## config.mk

```make
export PLATFORM = sky130hd
export DESIGN_NAME = mini_i_cache
export DESIGN_NICKNAME = d
export VERILOG_FILES = /design/src/rtl/mini_i_cache_pkg.sv /design/src/rtl/mini_i_cache_mem.sv /design/src/rtl/mini_i_cache.sv
export SDC_FILE = /design/constraint.sdc
export NUM_CORES = 1
export LEC_CHECK = 0
export ABC_AREA = 1
export BUFFER_PORTS_ARGS = -buffer_cell sky130_fd_sc_hd__buf_2
export CAP_MARGIN = 20
export CORE_ASPECT_RATIO = 0.9
export CORE_MARGIN = 2
export CORE_UTILIZATION = 56
export DETAILED_ROUTE_END_ITERATION = 10
export GPL_ROUTABILITY_DRIVEN = 0
export PLACE_DENSITY_LB_ADDON = 0.15
export REMOVE_ABC_BUFFERS = 1
export SYNTH_ARGS = -nofsm -noshare
export SYNTH_HDL_FRONTEND = slang
export SYNTH_SLANG_ARGS = --single-unit
export TNS_END_PERCENT = 50
```

## constraint.sdc

```tcl
create_clock -name clock -period 4.3 [get_ports clock]
set_clock_uncertainty 0.15 [all_clocks]
set_input_delay 0.645 -clock clock [delete_from_list [all_inputs] [get_ports clock]]
set_output_delay 0.645 -clock clock [all_outputs]
set_load 0.02 [all_outputs]
```

## src/rtl/mini_i_cache_pkg.sv

```systemverilog
// Shared definitions for the mini instruction cache.
// Holds the controller state encoding and the default parameter values
// used by mini_i_cache and mini_i_cache_mem.
package mini_i_cache_pkg;

  localparam int unsigned DefDataWidth = 32;
  localparam int unsigned DefAddrWidth = 32;
  localparam int unsigned DefNumLines  = 16;

  typedef enum logic [2:0] {
    StIdle,
    StLookup,
    StBusReq,
    StBusWait,
    StRespond
  } state_e;

endpackage

```

## src/rtl/mini_i_cache_mem.sv

```systemverilog
// Tag/data/valid storage for the direct-mapped instruction cache.
// Ports:
//   clock, reset       - clock and asynchronous active-high reset (clears valid bits only)
//   rd_idx             - line index for the registered read port
//   rd_valid/tag/data  - line contents, one cycle after rd_idx is presented
//   wr_en, wr_idx      - write strobe and line index
//   wr_tag, wr_data    - tag and word stored on write; the line is marked valid
module mini_i_cache_mem
  import mini_i_cache_pkg::*;
#(
  parameter int unsigned data_width = DefDataWidth,
  parameter int unsigned tag_width  = DefAddrWidth - 6,
  parameter int unsigned num_lines  = DefNumLines,
  localparam int unsigned idx_bits  = $clog2(num_lines)
) (
  input  logic                  clock,
  input  logic                  reset,
  input  logic [idx_bits-1:0]   rd_idx,
  output logic                  rd_valid,
  output logic [tag_width-1:0]  rd_tag,
  output logic [data_width-1:0] rd_data,
  input  logic                  wr_en,
  input  logic [idx_bits-1:0]   wr_idx,
  input  logic [tag_width-1:0]  wr_tag,
  input  logic [data_width-1:0] wr_data
);

  logic [num_lines-1:0]  valid_q;
  logic [tag_width-1:0]  tag_q  [num_lines];
  logic [data_width-1:0] data_q [num_lines];

  always_ff @(posedge clock or posedge reset) begin
    if (reset) begin
      valid_q  <= '0;
      rd_valid <= 1'b0;
    end else begin
      if (wr_en) valid_q[wr_idx] <= 1'b1;
      rd_valid <= valid_q[rd_idx];
    end
  end

  // Tag and data arrays are not reset; the valid bits alone gate hits.
  always_ff @(posedge clock) begin
    if (wr_en) begin
      tag_q[wr_idx]  <= wr_tag;
      data_q[wr_idx] <= wr_data;
    end
    rd_tag  <= tag_q[rd_idx];
    rd_data <= data_q[rd_idx];
  end

endmodule

```

## src/rtl/mini_i_cache.sv

```systemverilog
// Direct-mapped, one-word-per-line instruction cache.
// Ports:
//   clock, reset                               - clock, asynchronous active-high reset
//   ir_addr_valid/ir_addr/ir_addr_ready        - CPU fetch request channel
//   ir_data_valid/ir_data/ir_data_ready        - CPU fetch response channel
//   bus_ir_addr_valid/bus_ir_addr/_ready       - miss request to the memory bus
//   bus_ir_data_valid/bus_ir_data/_ready       - memory bus reply channel
// One fetch is outstanding at a time; all outputs are registered.
module mini_i_cache
  import mini_i_cache_pkg::*;
#(
  parameter int unsigned data_width = DefDataWidth,
  parameter int unsigned addr_width = DefAddrWidth,
  parameter int unsigned num_lines  = DefNumLines
) (
  input  logic                  clock,
  input  logic                  reset,
  input  logic                  ir_addr_valid,
  input  logic [addr_width-1:0] ir_addr,
  output logic                  ir_addr_ready,
  output logic                  ir_data_valid,
  output logic [data_width-1:0] ir_data,
  input  logic                  ir_data_ready,
  output logic                  bus_ir_addr_valid,
  output logic [addr_width-1:0] bus_ir_addr,
  input  logic                  bus_ir_addr_ready,
  input  logic                  bus_ir_data_valid,
  input  logic [data_width-1:0] bus_ir_data,
  output logic                  bus_ir_data_ready
);

  localparam int unsigned idx_bits  = $clog2(num_lines);
  localparam int unsigned tag_width = addr_width - idx_bits - 2;

  state_e                state_q;
  logic [addr_width-1:0] addr_q;
  logic                  rd_wait_q;

  logic                  rd_valid;
  logic [tag_width-1:0]  rd_tag;
  logic [data_width-1:0] rd_data;
  logic                  hit;
  logic                  fill;

  assign hit  = rd_valid && (rd_tag == addr_q[addr_width-1:idx_bits+2]);
  assign fill = (state_q == StBusWait) && bus_ir_data_valid && bus_ir_data_ready;

  mini_i_cache_mem #(
    .data_width(data_width),
    .tag_width (tag_width),
    .num_lines (num_lines)
  ) u_mem (
    .clock   (clock),
    .reset   (reset),
    .rd_idx  (addr_q[idx_bits+1:2]),
    .rd_valid(rd_valid),
    .rd_tag  (rd_tag),
    .rd_data (rd_data),
    .wr_en   (fill),
    .wr_idx  (addr_q[idx_bits+1:2]),
    .wr_tag  (addr_q[addr_width-1:idx_bits+2]),
    .wr_data (bus_ir_data)
  );

  always_ff @(posedge clock or posedge reset) begin
    if (reset) begin
      state_q           <= StIdle;
      addr_q            <= '0;
      rd_wait_q         <= 1'b0;
      ir_addr_ready     <= 1'b1;
      ir_data_valid     <= 1'b0;
      ir_data           <= '0;
      bus_ir_addr_valid <= 1'b0;
      bus_ir_addr       <= '0;
      bus_ir_data_ready <= 1'b0;
    end else begin
      unique case (state_q)
        StIdle: begin
          if (ir_addr_valid && ir_addr_ready) begin
            addr_q        <= ir_addr;
            ir_addr_ready <= 1'b0;
            rd_wait_q     <= 1'b1;
            state_q       <= StLookup;
          end
        end
        StLookup: begin
          // The storage read port is registered: first cycle only lets it
          // sample the new index, the second cycle makes the hit decision.
          if (rd_wait_q) begin
            rd_wait_q <= 1'b0;
          end else if (hit) begin
            ir_data       <= rd_data;
            ir_data_valid <= 1'b1;
            state_q       <= StRespond;
          end else begin
            bus_ir_addr       <= addr_q;
            bus_ir_addr_valid <= 1'b1;
            state_q           <= StBusReq;
          end
        end
        StBusReq: begin
          if (bus_ir_addr_ready) begin
            bus_ir_addr_valid <= 1'b0;
            bus_ir_data_ready <= 1'b1;
            state_q           <= StBusWait;
          end
        end
        StBusWait: begin
          if (bus_ir_data_valid) begin
            bus_ir_data_ready <= 1'b0;
            ir_data           <= bus_ir_data;
            ir_data_valid     <= 1'b1;
            state_q           <= StRespond;
          end
        end
        StRespond: begin
          if (ir_data_ready) begin
            ir_data_valid <= 1'b0;
            ir_addr_ready <= 1'b1;
            state_q       <= StIdle;
          end
        end
        default: state_q <= StIdle;
      endcase
    end
  end

endmodule

```

* Word-level counts from Yosys, hierarchy flattened
Memories as Yosys holds them, arrays and structs flattened. A register that Yosys moved wholly into a read port is not among the register bits.
Index checks and enable logic that the tools add are counted.
W data, S select, Z words.
** Cells by class
- Order comparisons :: 2
- Equal/unequal tests :: 12
- Mux-type cells :: 34
- Bitwise gates (word level) :: 3
- Reduce and logical (&&, ||, !) cells :: 21
** Operators by type and width (number)
- $mux W32 :: 3
- $pmux W32 S2 :: 1
- $eq A26 B26 Y1 :: 1
- $mux W3 :: 6
- $mux W1 :: 16
- $or A16 B16 Y16 :: 1
- $pmux W3 S5 :: 1
- $ne A2 B2 Y1 const B :: 7
- $reduce_and A5 Y1 :: 2
- $reduce_bool A2 Y1 :: 5
- $reduce_and A3 Y1 :: 3
- $pmux W1 S2 :: 4
- $reduce_and A4 Y1 :: 2
- $eq A3 B2 Y1 const B :: 2
- $logic_and A1 B1 Y1 :: 5
- $lt A4 B5 Y1 const B :: 1
- $bmux W1 S4 :: 1
- $demux W1 S4 :: 1
- $ge A4 B1 Y1 const B :: 1
- $reduce_and A2 Y1 :: 2
- $eq A3 B1 Y1 const B :: 1
- $eq A3 B3 Y1 const B :: 1
- $logic_not A3 Y1 :: 1
- $pmux W1 S3 :: 1
- 2 further kinds :: 3
** Word-level totals
- Bits in registers :: 121
- RAM bits :: 928
- Input port bits :: 70
- Memories :: 2
** Memory list
- u_mem.data_q :: words 16, width 32, read ports 1, clocked after memory_dff 1, write ports 1, RTL line mini_i_cache_mem.sv:30 : logic [data_width-1:0] data_q [num_lines];
- u_mem.tag_q :: words 16, width 26, read ports 1, clocked after memory_dff 1, write ports 1, RTL line mini_i_cache_mem.sv:29 : logic [tag_width-1:0] tag_q [num_lines];

* Depth between registers and ports, before layout
Gate-level depths: netlist (run 1).
- Depth after elaboration :: 5
- Gate-level depth with buffers :: 13

* Hierarchy
A second synthesis (run 1) with hierarchy kept.
** Second synthesis, totals
- Cell total of the unflattened synthesis :: 4458
- Area total of the unflattened synthesis :: 46382.0 µm²
** By module, submodules not included
- mini_i_cache_mem :: times used 1, cells an instance 3909, area each 41577.4 µm², sequential area each 29453.2 µm²
- mini_i_cache :: times used 1, cells an instance 549, area each 4804.6 µm², sequential area each 2603.7 µm²

* Least setup slack after synthesis (run 1)
OpenSTA, ideal clock, no wires.
- Path type :: flip-flop to flip-flop
- Start point :: register state_q[2]
- End point :: memory u_mem.data_q[11][0] (netlist name) (enable)
- Arrival time :: 3638 ps
- Path slack :: 38 ps
- Cell stages (with the launch flop) :: 6
- Path buffers :: 0
- Clock period less this slack :: 4262 ps
- Cells stage by stage :: dfrtp_1 -> nor2_2 -> nand2_4 -> nor3b_2 -> nand3_1 -> nor2_1
** On the way
- Longest elaborated chain between the ends :: 5
** RTL lines
- start: declaration :: RTL line mini_i_cache.sv:35 : state_e state_q;
- start signal: assignment :: RTL line mini_i_cache.sv:67 : state_q <= StIdle;
- start signal: assignment :: RTL line mini_i_cache.sv:83 : state_q <= StLookup;
- start signal: assignment :: RTL line mini_i_cache.sv:94 : state_q <= StRespond;
- $eq A3 B2 Y1 :: RTL line mini_i_cache.sv:46 : assign fill = (state_q == StBusWait) && bus_ir_data_valid && bus_ir_data_ready;
- $logic_and A1 B1 Y1 (2 in series) :: RTL line mini_i_cache.sv:46
- $mux W1 :: RTL line mini_i_cache_mem.sv:44 : if (wr_en) begin
- $mux W1 (implied by the code) :: RTL line mini_i_cache_mem.sv:46 : data_q[wr_idx] <= wr_data;
- end: declaration :: RTL line mini_i_cache_mem.sv:30
Every way passes these cells.

* Final worst setup path (run 1)
- Start point :: register state_q[2]
- End point :: memory u_mem.tag_q[14][24] (netlist name) (enable)
** On the way
- Longest elaborated chain between the ends :: 5
** RTL lines
- $eq A3 B2 Y1 :: RTL line mini_i_cache.sv:46
- $logic_and A1 B1 Y1 (2 in series) :: RTL line mini_i_cache.sv:46
- $mux W1 :: RTL line mini_i_cache_mem.sv:44
- $mux W1 (implied by the code) :: RTL line mini_i_cache_mem.sv:45 : tag_q[wr_idx] <= wr_tag;
- end: declaration :: RTL line mini_i_cache_mem.sv:29
Every way passes these cells.

==> results.json, run 1 <==
{
  "status": "finished clean",
  "ys_async_sr_fraction_pct": 10.93,
  "grt_pass1_wl_mm": 162.3,
  "place_area_um2": 43810,
  "cts_tree": "built",
  "met3_length_mm": 10.44,
  "ys_types": 34,
  "critPathSlowestCell": "buf_4",
  "area_growth_pct": 12.91,
  "finalHoldViolCount": 0,
  "ant_nets": 0,
  "setup_tns_ps": 0,
  "switchingPower_mw": 11.07,
  "final_cell_mix": "928 x edfxtp_1, 739 x nand3_1, 432 x nand2_1",
  "area.sequential_um2": 32060,
  "timing.rr.start": "state_q[2]",
  "cts_buffers": 107,
  "final_common_cell": "edfxtp_1",
  "fillers": 5387,
  "leakage_nw": 16.85,
  "clk_pin_slew_worst_paths_ps": 60,
  "syn-cell-area_um2": 41940,
  "max_stage_delay_ps": 630,
  "root_buffer": "clkbuf_16",
  "clkPwrFrac_pct": 29.1,
  "grt_usage_pct": 28.14,
  "worst_slack_ps": 1192,
  "drt-initial-drc-count": 2689,
  "cp.buffers_inverters": 1,
  "setup_viol": 0,
  "relSlewSlack_pct": 20.74,
  "comb_power_share_pct": 27.1,
  "critPathLaunchType": "register",
  "route.detailed.drc": 0,
  "crit_start": "state_q[2]",
  "num_vias": 26610,
  "vdd_drop_max_v": 0.0007249,
  "dr.pass1.iters": 6,
  "grt.overflow.total": 0,
  "fin_crit_ps": 3108,
  "power.density_nw_per_um2": 680.2,
  "clock.fmax_mhz": 321.8,
  "coreArea_um2": 74410,
  "met2WireLength_mm": 51.68,
  "fp.dieH_um": 263.6,
  "vias_per_cell": 6.265,
  "clock-sinks": 1107,
  "cap_violations": 0,
  "worstPathMaxFanout": 37,
  "pre_cts_slack_ps": 1217,
  "chipWidth_um": 292.5,
  "finalCritPeriodShare_pct": 72.27,
  "port-buffer-count": 137,
  "synth_edf_count": 928,
  "crit_chain": "nor2_2 -> nand2_4 -> nor3b_2 -> nand3_1 -> nor2_4 -> buf_4",
  "yosysWarningCount": 0,
  "dominantRegCellSynth": "edfxtp_1",
  "grt_max_degree": 207,
  "ys_ff_latch": 1107,
  "drt-total-wl_mm": 108.5,
  "worstSetupPathType": "register to register",
  "rows": 95,
  "antenna_found_initial": 1,
  "nets": 3253,
  "multiInputGateArea_um2": 8942,
  "required_ps": 4430,
  "hold_start": "ir_addr[0]",
  "post-dp-hpwl_mm": 54.04,
  "highest_layer": "met4",
  "htree_levels": 3,
  "io_pins": 138,
  "crit_family": "simple AND/OR/NAND/NOR gates",
  "netlist_instances": 3080,
  "grt_setup_unrepaired": "false",
  "worstSkewPairLatency_ps": 660,
  "met1_length_mm": 43.77,
  "p_int_mw": 21.14,
  "hold_path.class": "input port to register",
  "ys_seq_area_share_pct": 76.43,
  "p_sw_share_pct": 34.38,
  "wl_per_cell_um": 25.54,
  "clockBufferDepth": 3,
  "start_util_pct": 56.37,
  "design_area_um2": 47360,
  "die_area_um2": 77100,
  "arrival_ps": 3240,
  "worst_slew_pin_slew_ps": 1189,
  "worstSetupEndpointType": "register",
  "sequentialPowerShare_pct": 43.8,
  "drive_gt1_share_pct": 13.19,
  "grt_pass1_vias": 26150,
  "syn_area_per_cell_um2": 13.62,
  "fin_util_pct": 63.64,
  "final_max_slew_viol_count": 0
}
==> power by group through the flow <==
stage	clock [mW]	sequential [mW]	combinational (mW)
finish	9.37	14.1	8.72
global route	9.89	14.2	9.50
CTS	9.47	14.1	8.66
detailed placement	0	14.3	8.62
global placement	0	14.3	8.46
floorplan	0	14.6	4.72
==> sequential cells by signal, indices dropped and copies added (netlist names), 3 cells and up <==
| name | flops |
|---|---|
| u_mem.tag_q | 416 |
| bus_ir_addr | 32 |
| ir_data | 32 |
| u_mem.rd_data | 32 |
| state_q | 3 |
| u_mem.data_q | 512 |
| addr_q | 32 |
| u_mem.rd_tag | 26 |
| u_mem.valid_q | 16 |
==> synthesized netlist by cell type (2+ instances only) <==
master	n	area [um^2]
edfxtp_1	928	27870
a21oi_1	33	165.2
nor2_1	77	289.0
buf_1	11	41.29
nand3_1	740	3704
inv_1	65	244.0
nand2_1	432	1622
o21ai_1	43	215.2
mux2_2	32	360.4
or2_1	8	50.05
buf_2	37	185.2
nand2_2	2	12.51
inv_2	13	48.80
a22oi_1	236	1772
dfxtp_1	58	1161
o221ai_1	4	35.03
nand4_1	64	400.4
dfrtp_1	120	3003
clkbuf_1	158	593.1
o21ai_0	5	25.02
==> routing by layer <==
| metal | vias up | track usage (%) |
|---|---|---|
| met2 | 1294 | 44.85 |
| met4 | 0 | 8.025 |
| met5 | - | 0 |
| met3 | 186 | 5.285 |
| met1 | 13380 | 40.09 |
| li1 | 11750 | - |
==> worst paths after layout <==
path	end	cells past startpoint	slack, ps
min in group asynchronous	ir_data[15]	3	460
setup reg to reg	u_mem.tag_q[14][24]	6	1190
setup / recovery	u_mem.tag_q[14][24]	6	1190
max in group asynchronous	addr_q[2]	4	2560
hold reg to reg	ir_data[14]	2	310
hold / removal	addr_q[0]	3	80
==> timing repair <==
action / CTS / global route
buffers inserted: 0 / 0
resized for setup: 0 / 0
hold endpoints to repair: 19 / 0
hold buffers: 1 / 0
==> worst min-delay path, cell delays in order <==
cell	delay [ps]
buf_2	80
nor2_1	30
a21oi_1	100
==> kinds of logic (layout without fill, tap and decap cells) <==
kind of cell / Yosys count / in the layout / synth area share (%)
simple gates: 1330 / 1330 / 14.66
buf+inv: 284 / 480 / 2.652
compound gates: 324 / 324 / 5.325
other cells: 0 / 1 / 0
flops: 1107 / 1107 / 76.43
xor+xnor: 2 / 2 / 0.04177
mux: 33 / 33 / 0.8860
==> through the flow <==
step	power (mW)	instances	hold WS (ps)
finish	32.21	4247	81.03
global route	33.64	4247	85.97
CTS	32.24	4246	51.58
detailed placement	22.94	4043	302.9
global placement	22.73	4043	297.5
floorplan	19.37	2874	282.0
==> final cells by class <==
type | count | share of cell area, %
sequential | 1107 | 67.71
multi-input combinational | 1689 | 18.88
clock buffer | 158 | 6.539
timing repair buffer | 200 | 2.742
tap | 970 | 2.563
clock inverter | 44 | 0.9194
inverter | 78 | 0.6394
antenna | 1 | 0.005284
Note: power is estimated with default switching activity, not from simulation.
==> run 2: changes to the inputs <==
CORE_UTILIZATION = 61   (was 56)
clock period = 3 ns   (was 4.3 ns; I/O delays follow)
==> run 2 against run 1 <==
Hold slack worse by 51 ps. Setup slack worse by 900 ps. Total power up 46%. Combinational power up 53%. Critical path depth up 6. Sequential share of layout area down 1.1 points. Critical path type unchanged. Largest cell class unchanged.
==> results.json, run 2 (same netlist as run 1, synthesis figures left out) <==
{
  "clk_pin_slew_worst_paths_ps": 60,
  "leakage_nw": 17.25,
  "final_max_slew_viol_count": 0,
  "critPathLaunchType": "register",
  "route.detailed.drc": 0,
  "worstPathMaxFanout": 26,
  "status": "finished clean",
  "hold_path_depth": 1,
  "io_pins": 138,
  "design_area_um2": 48170,
  "nets": 3308,
  "finalCritPeriodShare_pct": 90.26,
  "met2_usage_pct": 49.85,
  "vias_per_cell": 6.544,
  "antenna_found_initial": 1,
  "reg2reg_slack_ps": 290,
  "clockBufferDepth": 3,
  "worstSetupPathType": "register to register",
  "regToRegEndpoint": "ir_data[10]",
  "worst_slew_pin_slew_ps": 1221,
  "clock-sinks": 1107,
  "top_regs": "u_mem.data_q: 512 flops, u_mem.tag_q: 416 flops",
  "rows": 91,
  "fin_crit_ps": 2708,
  "grt_setup_unrepaired": "false",
  "cts_buffers": 104,
  "timing.rr.start": "addr_q[26]",
  "num_vias": 27580,
  "root_buffer": "clkbuf_16",
  "htree_levels": 3,
  "largest_reg_flops": 512,
  "drt-total-wl_mm": 111.7,
  "drt-initial-drc-count": 3588,
  "use_met3_pct": 5.454,
  "rr_worst_depth": 12,
  "relSlewSlack_pct": 18.59,
  "worstSetupEndpointType": "register",
  "grt_usage_pct": 31.77,
  "grt.overflow.total": 0,
  "hold_path.class": "input port to register",
  "cap_violations": 0,
  "fp.dieH_um": 252.8,
  "vdd_drop_max_v": 0.0008606,
  "grt_pass1_wl_mm": 166.5,
  "post-dp-hpwl_mm": 55.01,
  "place_area_um2": 44140,
  "wl_per_cell_um": 26.51,
  "coreArea_um2": 68320,
  "port-buffer-count": 137,
  "final_common_cell": "edfxtp_1",
  "required_ps": 3450,
  "top_usage_layer": "met2",
  "die_area_um2": 70870,
  "grt_max_degree": 157,
  "regMostFlops": "u_mem.data_q",
  "power.density_nw_per_um2": 975.9,
  "setup_tns_ps": 0,
  "globalRouteMet1Util_pct": 46.19,
  "setup_viol": 0,
  "cts_tree": "built",
  "start_util_pct": 61.39,
  "arrival_ps": 3160,
  "worstSkewPairLatency_ps": 670,
  "hold_start": "bus_ir_data[23]",
  "final_cell_mix": "928 x edfxtp_1, 739 x nand3_1, 432 x nand2_1",
  "dr.pass1.iters": 6,
  "worst_hold_path.endpoint": "u_mem.data_q[15][23]",
  "clock.fmax_mhz": 369.3,
  "chipWidth_um": 280.4,
  "finalHoldViolCount": 0,
  "ant_nets": 0,
  "area_growth_pct": 14.84,
  "grt_pass1_vias": 26990,
  "drive_gt1_share_pct": 14.02
}
run 2: repair_timing:
item,CTS,global route
endpoints found under the hold margin,136,0
resized for setup,0,0
buffers inserted,0,0
hold buffers,38,0
run 2: critical path, cell delays in order (launching register included):
cell	delay [ps]
dfrtp_1	320
buf_4	210
inv_1	110
nand2_1	70
nand2_1	110
a21oi_1	370
nand4_1	130
nor2_1	110
nand2_1	200
nand2_1	200
buf_4	380
nand3_1	150
nand2_1	90
run 2: power breakdown:
part | total (mW) | leakage, nW | internal, mW | switching [mW]
registers | 19.9 | 10.2 | 18.7 | 1.19
clock network | 13.8 | 1.79 | 8.20 | 5.58
logic | 13.3 | 5.25 | 3.96 | 9.34
total | 47.0 | 17.2 | 30.9 | 16.1
run 2: layer usage:
metal,share of wire [%],up-vias
li1,-,11860
met1,39,13860
met2,48,1631
met3,10,220
met4,2.7,0
met5,0,-
run 2: worst max path at each step:
stage | startpoint | to | slack, ps | depth (start not counted)
finish | addr_q[26] | ir_data[10] | 290 | 12
global route | addr_q[12] | ir_data[19] | 50 | 11
CTS | addr_q[12] | ir_data[10] | 330 | 11
detailed placement | addr_q[12] | ir_data[10] | 350 | 11
global placement | addr_q[30] | state_q[2] | 460 | 9
floorplan | addr_q[3] | u_mem.valid_q[0] | -23730 | 4
run 2: layout make-up:
cell class | count | area, um^2
Antenna cell | 1 | 2.502
Sequential cell | 1107 | 32060
Timing Repair Buffer | 258 | 2102
Clock inverter | 51 | 555.5
Multi-Input combinational cell | 1689 | 8942
Fill cell | 4463 | 20150
Inverter | 78 | 302.8
Tap cell | 883 | 1105
Clock buffer | 147 | 3092
run 2: per-stage QoR:
stage	utilization [%]	cells	total power [mW]	setup slack [ps]	hold WS, ps
floorplan	-	2874	27.11	-23730	282.0
global placement	64.61	3977	32.90	462.7	297.0
detailed placement	64.61	3977	33.21	346.3	304.1
CTS	70.50	4213	46.88	330.3	0.5178
global route	70.51	4214	48.95	52.28	17.01
finish	70.51	4214	47.01	292.1	29.61
